File: src/rtl/sram_port_arbiter.sv
// Shares one 32-bit synchronous SRAM between a 64-bit two-beat fetch port
// and a 32-bit load/store port, with round-robin or data-first arbitration.
module sram_port_arbiter #(
  parameter bit FAIR = 1'b1
) (
  input  logic        clk,
  input  logic        resetn,
  input  logic        inst_req,
  input  logic [31:0] inst_addr,
  output logic        inst_addr_ok,
  output logic        inst_data_ok,
  output logic [63:0] inst_rdata,
  input  logic        data_req,
  input  logic        data_wr,
  input  logic [3:0]  data_wstrb,
  input  logic [31:0] data_addr,
  input  logic [31:0] data_wdata,
  output logic        data_addr_ok,
  output logic        data_data_ok,
  output logic [31:0] data_rdata,
  output logic        mem_en,
  output logic [3:0]  mem_wen,
  output logic [31:0] mem_addr,
  output logic [31:0] mem_wdata,
  input  logic [31:0] mem_rdata
);

  typedef enum logic [1:0] {
    IDLE,
    I_HI,
    I_DONE,
    D_DONE
  } state_t;

  state_t      state_q, state_d;
  logic [28:0] base_q, base_d;
  logic [31:0] lo_q, lo_d;
  logic        last_inst_q, last_inst_d;
  logic        grant_inst, grant_data;
  logic        unused_bits;

  assign unused_bits = ^inst_addr[2:0];

  // Conflict: alternate when fair, otherwise the data port always wins
  always_comb begin
    grant_inst = 1'b0;
    grant_data = 1'b0;
    if (state_q == IDLE) begin
      if (inst_req && data_req) begin
        grant_inst = FAIR && !last_inst_q;
        grant_data = !grant_inst;
      end else begin
        grant_inst = inst_req;
        grant_data = data_req;
      end
    end
  end

  always_comb begin
    state_d      = state_q;
    base_d       = base_q;
    lo_d         = lo_q;
    last_inst_d  = last_inst_q;
    inst_addr_ok = 1'b0;
    inst_data_ok = 1'b0;
    data_addr_ok = 1'b0;
    data_data_ok = 1'b0;
    mem_en       = 1'b0;
    mem_wen      = 4'b0;
    mem_addr     = 32'b0;
    mem_wdata    = 32'b0;
    unique case (state_q)
      IDLE: begin
        if (grant_inst) begin
          inst_addr_ok = 1'b1;
          mem_en       = 1'b1;
          mem_addr     = {inst_addr[31:3], 3'b000};
          base_d       = inst_addr[31:3];
          last_inst_d  = 1'b1;
          state_d      = I_HI;
        end else if (grant_data) begin
          data_addr_ok = 1'b1;
          mem_en       = 1'b1;
          mem_addr     = data_addr;
          mem_wdata    = data_wdata;
          mem_wen      = data_wr ? data_wstrb : 4'b0;
          last_inst_d  = 1'b0;
          state_d      = D_DONE;
        end
      end
      I_HI: begin
        mem_en   = 1'b1;
        mem_addr = {base_q, 3'b100};
        lo_d     = mem_rdata;
        state_d  = I_DONE;
      end
      I_DONE: begin
        inst_data_ok = 1'b1;
        state_d      = IDLE;
      end
      D_DONE: begin
        data_data_ok = 1'b1;
        state_d      = IDLE;
      end
    endcase
    if (!resetn) begin
      inst_addr_ok = 1'b0;
      inst_data_ok = 1'b0;
      data_addr_ok = 1'b0;
      data_data_ok = 1'b0;
      mem_en       = 1'b0;
      mem_wen      = 4'b0;
      mem_addr     = 32'b0;
      mem_wdata    = 32'b0;
    end
  end

  assign inst_rdata = resetn ? {mem_rdata, lo_q} : 64'b0;
  assign data_rdata = resetn ? mem_rdata : 32'b0;

  always_ff @(posedge clk) begin
    if (!resetn) begin
      state_q     <= IDLE;
      base_q      <= '0;
      lo_q        <= '0;
      last_inst_q <= 1'b0;
    end else begin
      state_q     <= state_d;
      base_q      <= base_d;
      lo_q        <= lo_d;
      last_inst_q <= last_inst_d;
    end
  end

endmodule
File: config.mk
export PLATFORM = sky130hd
export DESIGN_NAME = sram_port_arbiter
export DESIGN_NICKNAME = d
export VERILOG_FILES = /design/src/rtl/sram_port_arbiter.sv
export SDC_FILE = /design/constraint.sdc
export NUM_CORES = 1
export LEC_CHECK = 0
export ABC_CLOCK_PERIOD_IN_PS = 1700
export CAP_MARGIN = 10
export CORE_AREA = 2 2 119 121
export DETAILED_ROUTE_END_ITERATION = 8
export DIE_AREA = 0 0 121 123
export PLACE_DENSITY = 0.76
export SLEW_MARGIN = 20
export SYNTH_ARGS = -nofsm -noshare
export SYNTH_HDL_FRONTEND = slang
export SYNTH_SLANG_ARGS = --single-unit
File: constraint.sdc
create_clock -name clk -period 1.7 [get_ports clk]
set_clock_uncertainty 0.1 [all_clocks]
set_input_delay 0.17 -clock clk [delete_from_list [all_inputs] [get_ports clk]]
set_output_delay 0.17 -clock clk [all_outputs]
set_load 0.05 [all_outputs]
=== Yosys cells after proc, flatten, opt, wreduce, memory -nomap -nowiden ===
Cells that the tools add are included.

* Output and inout port bits: 169
* Input bits: 137
* Register bits after elaboration: 64
* Logic and storage cells: 53

* Muxes and demuxes: 38
* Reductions and logical operators: 7
* Eq/ne operators: 4

{| class="wikitable"
|+ Operators by type and width
! cell !! count
|-
| $mux 32 || 8
|-
| $mux 64 || 1
|-
| $pmux 32 s2 || 1
|-
| $mux 4 || 5
|-
| $mux 1 || 19
|-
| $pmux 2 s3 || 1
|-
| $eq 2x2->1 const B || 2
|-
| $mux 2 || 2
|-
| $reduce_and 2->1 || 2
|-
| $ne 3x3->1 const B || 1
|-
| $eq 2x1->1 const B || 1
|-
| $logic_not 2->1 || 1
|-
| $pmux 1 s2 || 1
|-
| $reduce_bool 2->1 || 1
|-
| $reduce_or 2->1 || 1
|-
| $logic_and 1x1->1 || 1
|-
| $logic_not 1->1 || 1
|}

=== Longest topological paths before layout ===
Gate-level depths: netlist of the first run.

* Depth after elaboration: 7
* Depth in mapped cells: 7
* Gate-level depth less buffers: 3

=== Worst setup path after synthesis of the first run ===
No wires, ideal clock.

* Path type: flip-flop to output port
* Start point: register state_q[0]
* End point: output mem_addr[0]
* Cell stages (with the launch flop): 7
* Slack: -0.223 ns
* Arrival: 1.653 ns
* Path buffers: 3
* Required time: 1.430 ns
* Cells stage by stage: dfxtp_1 buf_4 nor2_4 and4_4 buf_6 buf_2 and2_1

* Cells in the longest elaborated chain, start to end: 6
* Elaborated cells on any way between the ends: 8
* Classes of those cells: 1 x eq/ne; 6 x mux; 1 x reduce/logical

{| class="wikitable"
|+ RTL lines
! item !! line !! source
|-
| start, declared || 35 || <nowiki>state_t state_q, state_d;</nowiki>
|-
| start signal, assigned || 128 || <nowiki>state_q <= state_d;</nowiki>
|-
| $logic_not 2->1 || 48, 72 ||
|-
| $mux 1 || 48 || <nowiki>if (state_q == IDLE) begin</nowiki>
|-
| $mux 32 || 81 || <nowiki>end else if (grant_data) begin</nowiki>
|-
| $mux 32 || 74 || <nowiki>if (grant_inst) begin</nowiki>
|-
| $pmux 32 s2 * || 72 || <nowiki>unique case (state_q)</nowiki>
|-
| $mux 32 * || 106 || <nowiki>if (!resetn) begin</nowiki>
|-
| end, declared || 23 || <nowiki>output logic [31:0] mem_addr,</nowiki>
|}

Every way passes the cells marked *; elsewhere a longest branch is shown, timed or not.

=== Worst setup path in the final report of the first run ===
* Start point: register last_inst_q
* End point: output mem_addr[5]

* Cells in the longest elaborated chain, start to end: 6
* Elaborated cells on any way between the ends: 9
* Classes of those cells: 8 x mux; 1 x reduce/logical

{| class="wikitable"
|+ RTL lines
! item !! line !! source
|-
| start, declared || 38 || <nowiki>logic last_inst_q, last_inst_d;</nowiki>
|-
| start signal, assigned || 131 || <nowiki>last_inst_q <= last_inst_d;</nowiki>
|-
| $mux 1 / $logic_not 1->1 (equally long branches) || 49, 50 ||
|-
| $mux 1, on equally long branches || 48, 49 ||
|-
| $mux 32 / $mux 1 (equally long branches) || 81, 48 ||
|-
| $mux 32 * || 74 ||
|-
| $pmux 32 s2 * || 72 ||
|-
| $mux 32 * || 106 ||
|}

Marked as above.

==> flow_summary.json, run 1 <==
{
  "status": "complete, but fails checks",
  "violations": "negative setup slack",
  "route.detailed.drc": 0,
  "powerDensity_mw_per_mm2": 709,
  "critPathKind": "register to primary output",
  "rsz0062_at_grt": "yes",
  "grt_pass1_vias": 4966,
  "path_cells": "nand2b_4 -> and4_4 -> buf_16 -> a221o_2 -> buf_12",
  "die_w_um": 121,
  "nFillCells": 970,
  "grt_use_total_pct": 22.1,
  "place.gp.congestion": 0.750,
  "r2r_cells": 6,
  "timing.critical_path.to_type": "primary output",
  "clock_path_buffers": 2,
  "cts_buffers": 9,
  "yosys-top-cells-area": "dfxtp_1 35%, and2_1 17%, a221o_1 7.8%, nand2_1 7.4%, buf_4 7.3%",
  "fin_ws_ns": -0.368,
  "hold_violations": 0,
  "yosys_warnings": 0,
  "final_cell_mix": "174 x buf_12, 130 x clkdlybuf4s50_1, 73 x nand2_1",
  "grt_start_max_net_pins": 41,
  "overflow": 0,
  "relSlewSlack_pct": 59.4,
  "cp_data_arrival_time_ns": 1.80,
  "io_buffers": 302,
  "pre_cts_ws_ns": -0.463,
  "hold_buffers": 0,
  "start_util_pct": 27.2,
  "cp.required_ns": 1.43,
  "period_share_pct": 122,
  "first_pass_iters": 6,
  "via_count": 4512,
  "htreeDepth": 3,
  "clockRootBuffer": "clkbuf_16",
  "clkPwrFrac_pct": 30.8,
  "switchingPower_mw": 2.17,
  "drive_above_1_share_pct": 46.8,
  "post-synth-top-area-cell": "dfxtp_1",
  "irDropWorstVdd_mv": 0.425,
  "swShare_pct": 32.8,
  "tns_ns": -20.69,
  "worst_hold_slack_ns": 0.107,
  "crit_cells": 5,
  "die_h_um": 123,
  "fmax_mhz": 484,
  "drv_slew": 0,
  "worstMarginPinSlew_ns": 0.608,
  "cts_tree": "yes",
  "insertedDiodeCount": 0,
  "yosys_register_bits": 64,
  "period_needed_ns": 2.07,
  "min_path_type": "input pin to register",
  "cts.sinks": 64,
  "path_delay_family": "compound AO/OA/AOI/OAI gates",
  "netlist_area_mm2": 0.00371,
  "drtIter0Drc": 193,
  "dpl.hpwl_um": 12500,
  "post_drt_wl_per_cell_um": 18.4,
  "ys_types": 26,
  "drv_cap": 0,
  "internal_power_mw": 4.45,
  "die_area_mm2": 0.0149,
  "place_area_mm2": 0.00860,
  "path_clk_slew_ns": 0.05,
  "hold-path-cell-count": 2,
  "antenna_found_initial": 0,
  "num_rows": 43,
  "fin_nets": 876,
  "finish.instance_area_mm2": 0.00934,
  "setup_violations": 69,
  "synthCells": 456,
  "worstPathMaxFanout": 24,
  "synth.top_cell.area_share_pct": 34.5,
  "area_growth_pct": 152,
  "synth_nets": 593,
  "combPwrFrac_pct": 43.8,
  "grt_first_pass_wirelength_um": 26000,
  "layout_commonest_cell": "buf_12",
  "syn_avg_cell_area_um2": 8.13,
  "crit_slowest_cell": "a221o_2",
  "p_leak_nw": 3.82,
  "routed_wl_um": 17000,
  "io_pins": 306,
  "slowest_delay_ns": 0.42,
  "core_mm2": 0.0136,
  "via_per_inst": 4.88,
  "drtAntennaViolNets": 0,
  "path_buf_inv": 2,
  "worstSetupStartpointType": "register",
  "yosysSeqAreaShare_pct": 34.5,
  "pwr-share-seq_pct": 25.4,
  "clk_latency_ns": 0.31
}
[stage by stage]
| step | total power, mW | std cells | util, % |
|---|---|---|---|
| after floorplan | 3.01 | 456 | - |
| after global placement | 4.41 | 894 | 63.2 |
| after detailed placement | 4.46 | 894 | 63.2 |
| after CTS | 6.62 | 919 | 67.3 |
| after global routing | 6.88 | 924 | 68.6 |
| final | 6.63 | 924 | 68.6 |
[power by group through the flow]
stage | sequential [mW] | clock (mW) | combinational, mW
6_report | 1.68 | 2.04 | 2.91
4_1_cts | 1.68 | 2.09 | 2.85
2_1_floorplan | 1.69 | 0 | 1.32
5_1_grt | 1.69 | 2.16 | 3.02
3_5_place_dp | 1.70 | 0 | 2.76
3_3_place_gp | 1.70 | 0 | 2.72
[worst reg2reg max path: stages (launching register included)]
cell,delay [ns]
dfxtp_2,0.36
nor2_4,0.06
buf_4,0.12
buf_4,0.12
buf_4,0.13
a21oi_4,0.50
a22o_1,0.25
[worst paths after layout]
kind / end / slack, ns / from
hold / removal: last_inst_q / 0.11 / resetn
setup / recovery: mem_addr[5] / -0.37 / last_inst_q
setup reg to reg: base_q[4] / 0.02 / state_q[1]
hold reg to reg: base_q[0] / 0.34 / base_q[0]
[sequential cells by signal, summed over array words and instances (netlist names)]
name         count
lo_q            32
base_q          29
state_q          2
last_inst_q      1
[routing by layer]
layer  vias up  part of all wire (%)  GRT usage [%]
li1       2109                     -              -
met1      2152                    35           23.5
met2       225                    53           40.4
met3        26                   9.5           6.96
met4         0                   2.4           8.65
met5         -                     0              0
[cell usage after synthesis]
master,number
and4_4,1
clkbuf_1,21
a21boi_1,1
buf_4,36
nor2_1,3
o21a_1,1
buf_6,7
nor2b_1,1
a31oi_1,1
a21oi_1,34
and3_1,35
clkbuf_2,2
dfxtp_1,64
nor2_4,1
o211a_1,1
clkinv_1,1
buf_2,9
a22o_1,21
nand2_1,73
and2_1,99
nor4_1,1
o2bb2ai_1,8
a21boi_0,1
nand2b_1,3
nor3_1,2
a221o_1,29
[repair_timing]
item,CTS,global route
gates cloned,3,2
buffers inserted,6,5
pin swaps,32,23
endpoints found under the setup margin,91,71
resized for setup,43,23
[layout make-up]
type / count / area [um2] / area share [%]
clock buffers: 11 / 253 / 2.71
well taps: 180 / 225 / 2.41
flip-flops and latches: 64 / 1290 / 13.8
repair buffers: 347 / 5280 / 56.5
inverters: 1 / 3.75 / 0.0402
clock inverters: 5 / 78.8 / 0.844
multi-input cells: 316 / 2220 / 23.7
[cell families (layout without fill, tap and decap cells)]
group                  count (synthesis)  in the layout  synth area share (%)
AND/OR/NAND/NOR                      219            219                  32.0
AO/OA/AOI/OAI                         97             97                  20.3
buffers and inverters                 76            364                  13.1
flip-flops                            64             64                  34.5
(Power assumes the default switching activity.)
==> inputs of run 2 (changes only) <==
Settings changed: RECOVER_POWER set to 50.
==> results of run 2 <==
Same layout as run 1: the final DEF is identical, and so are final timing and power.
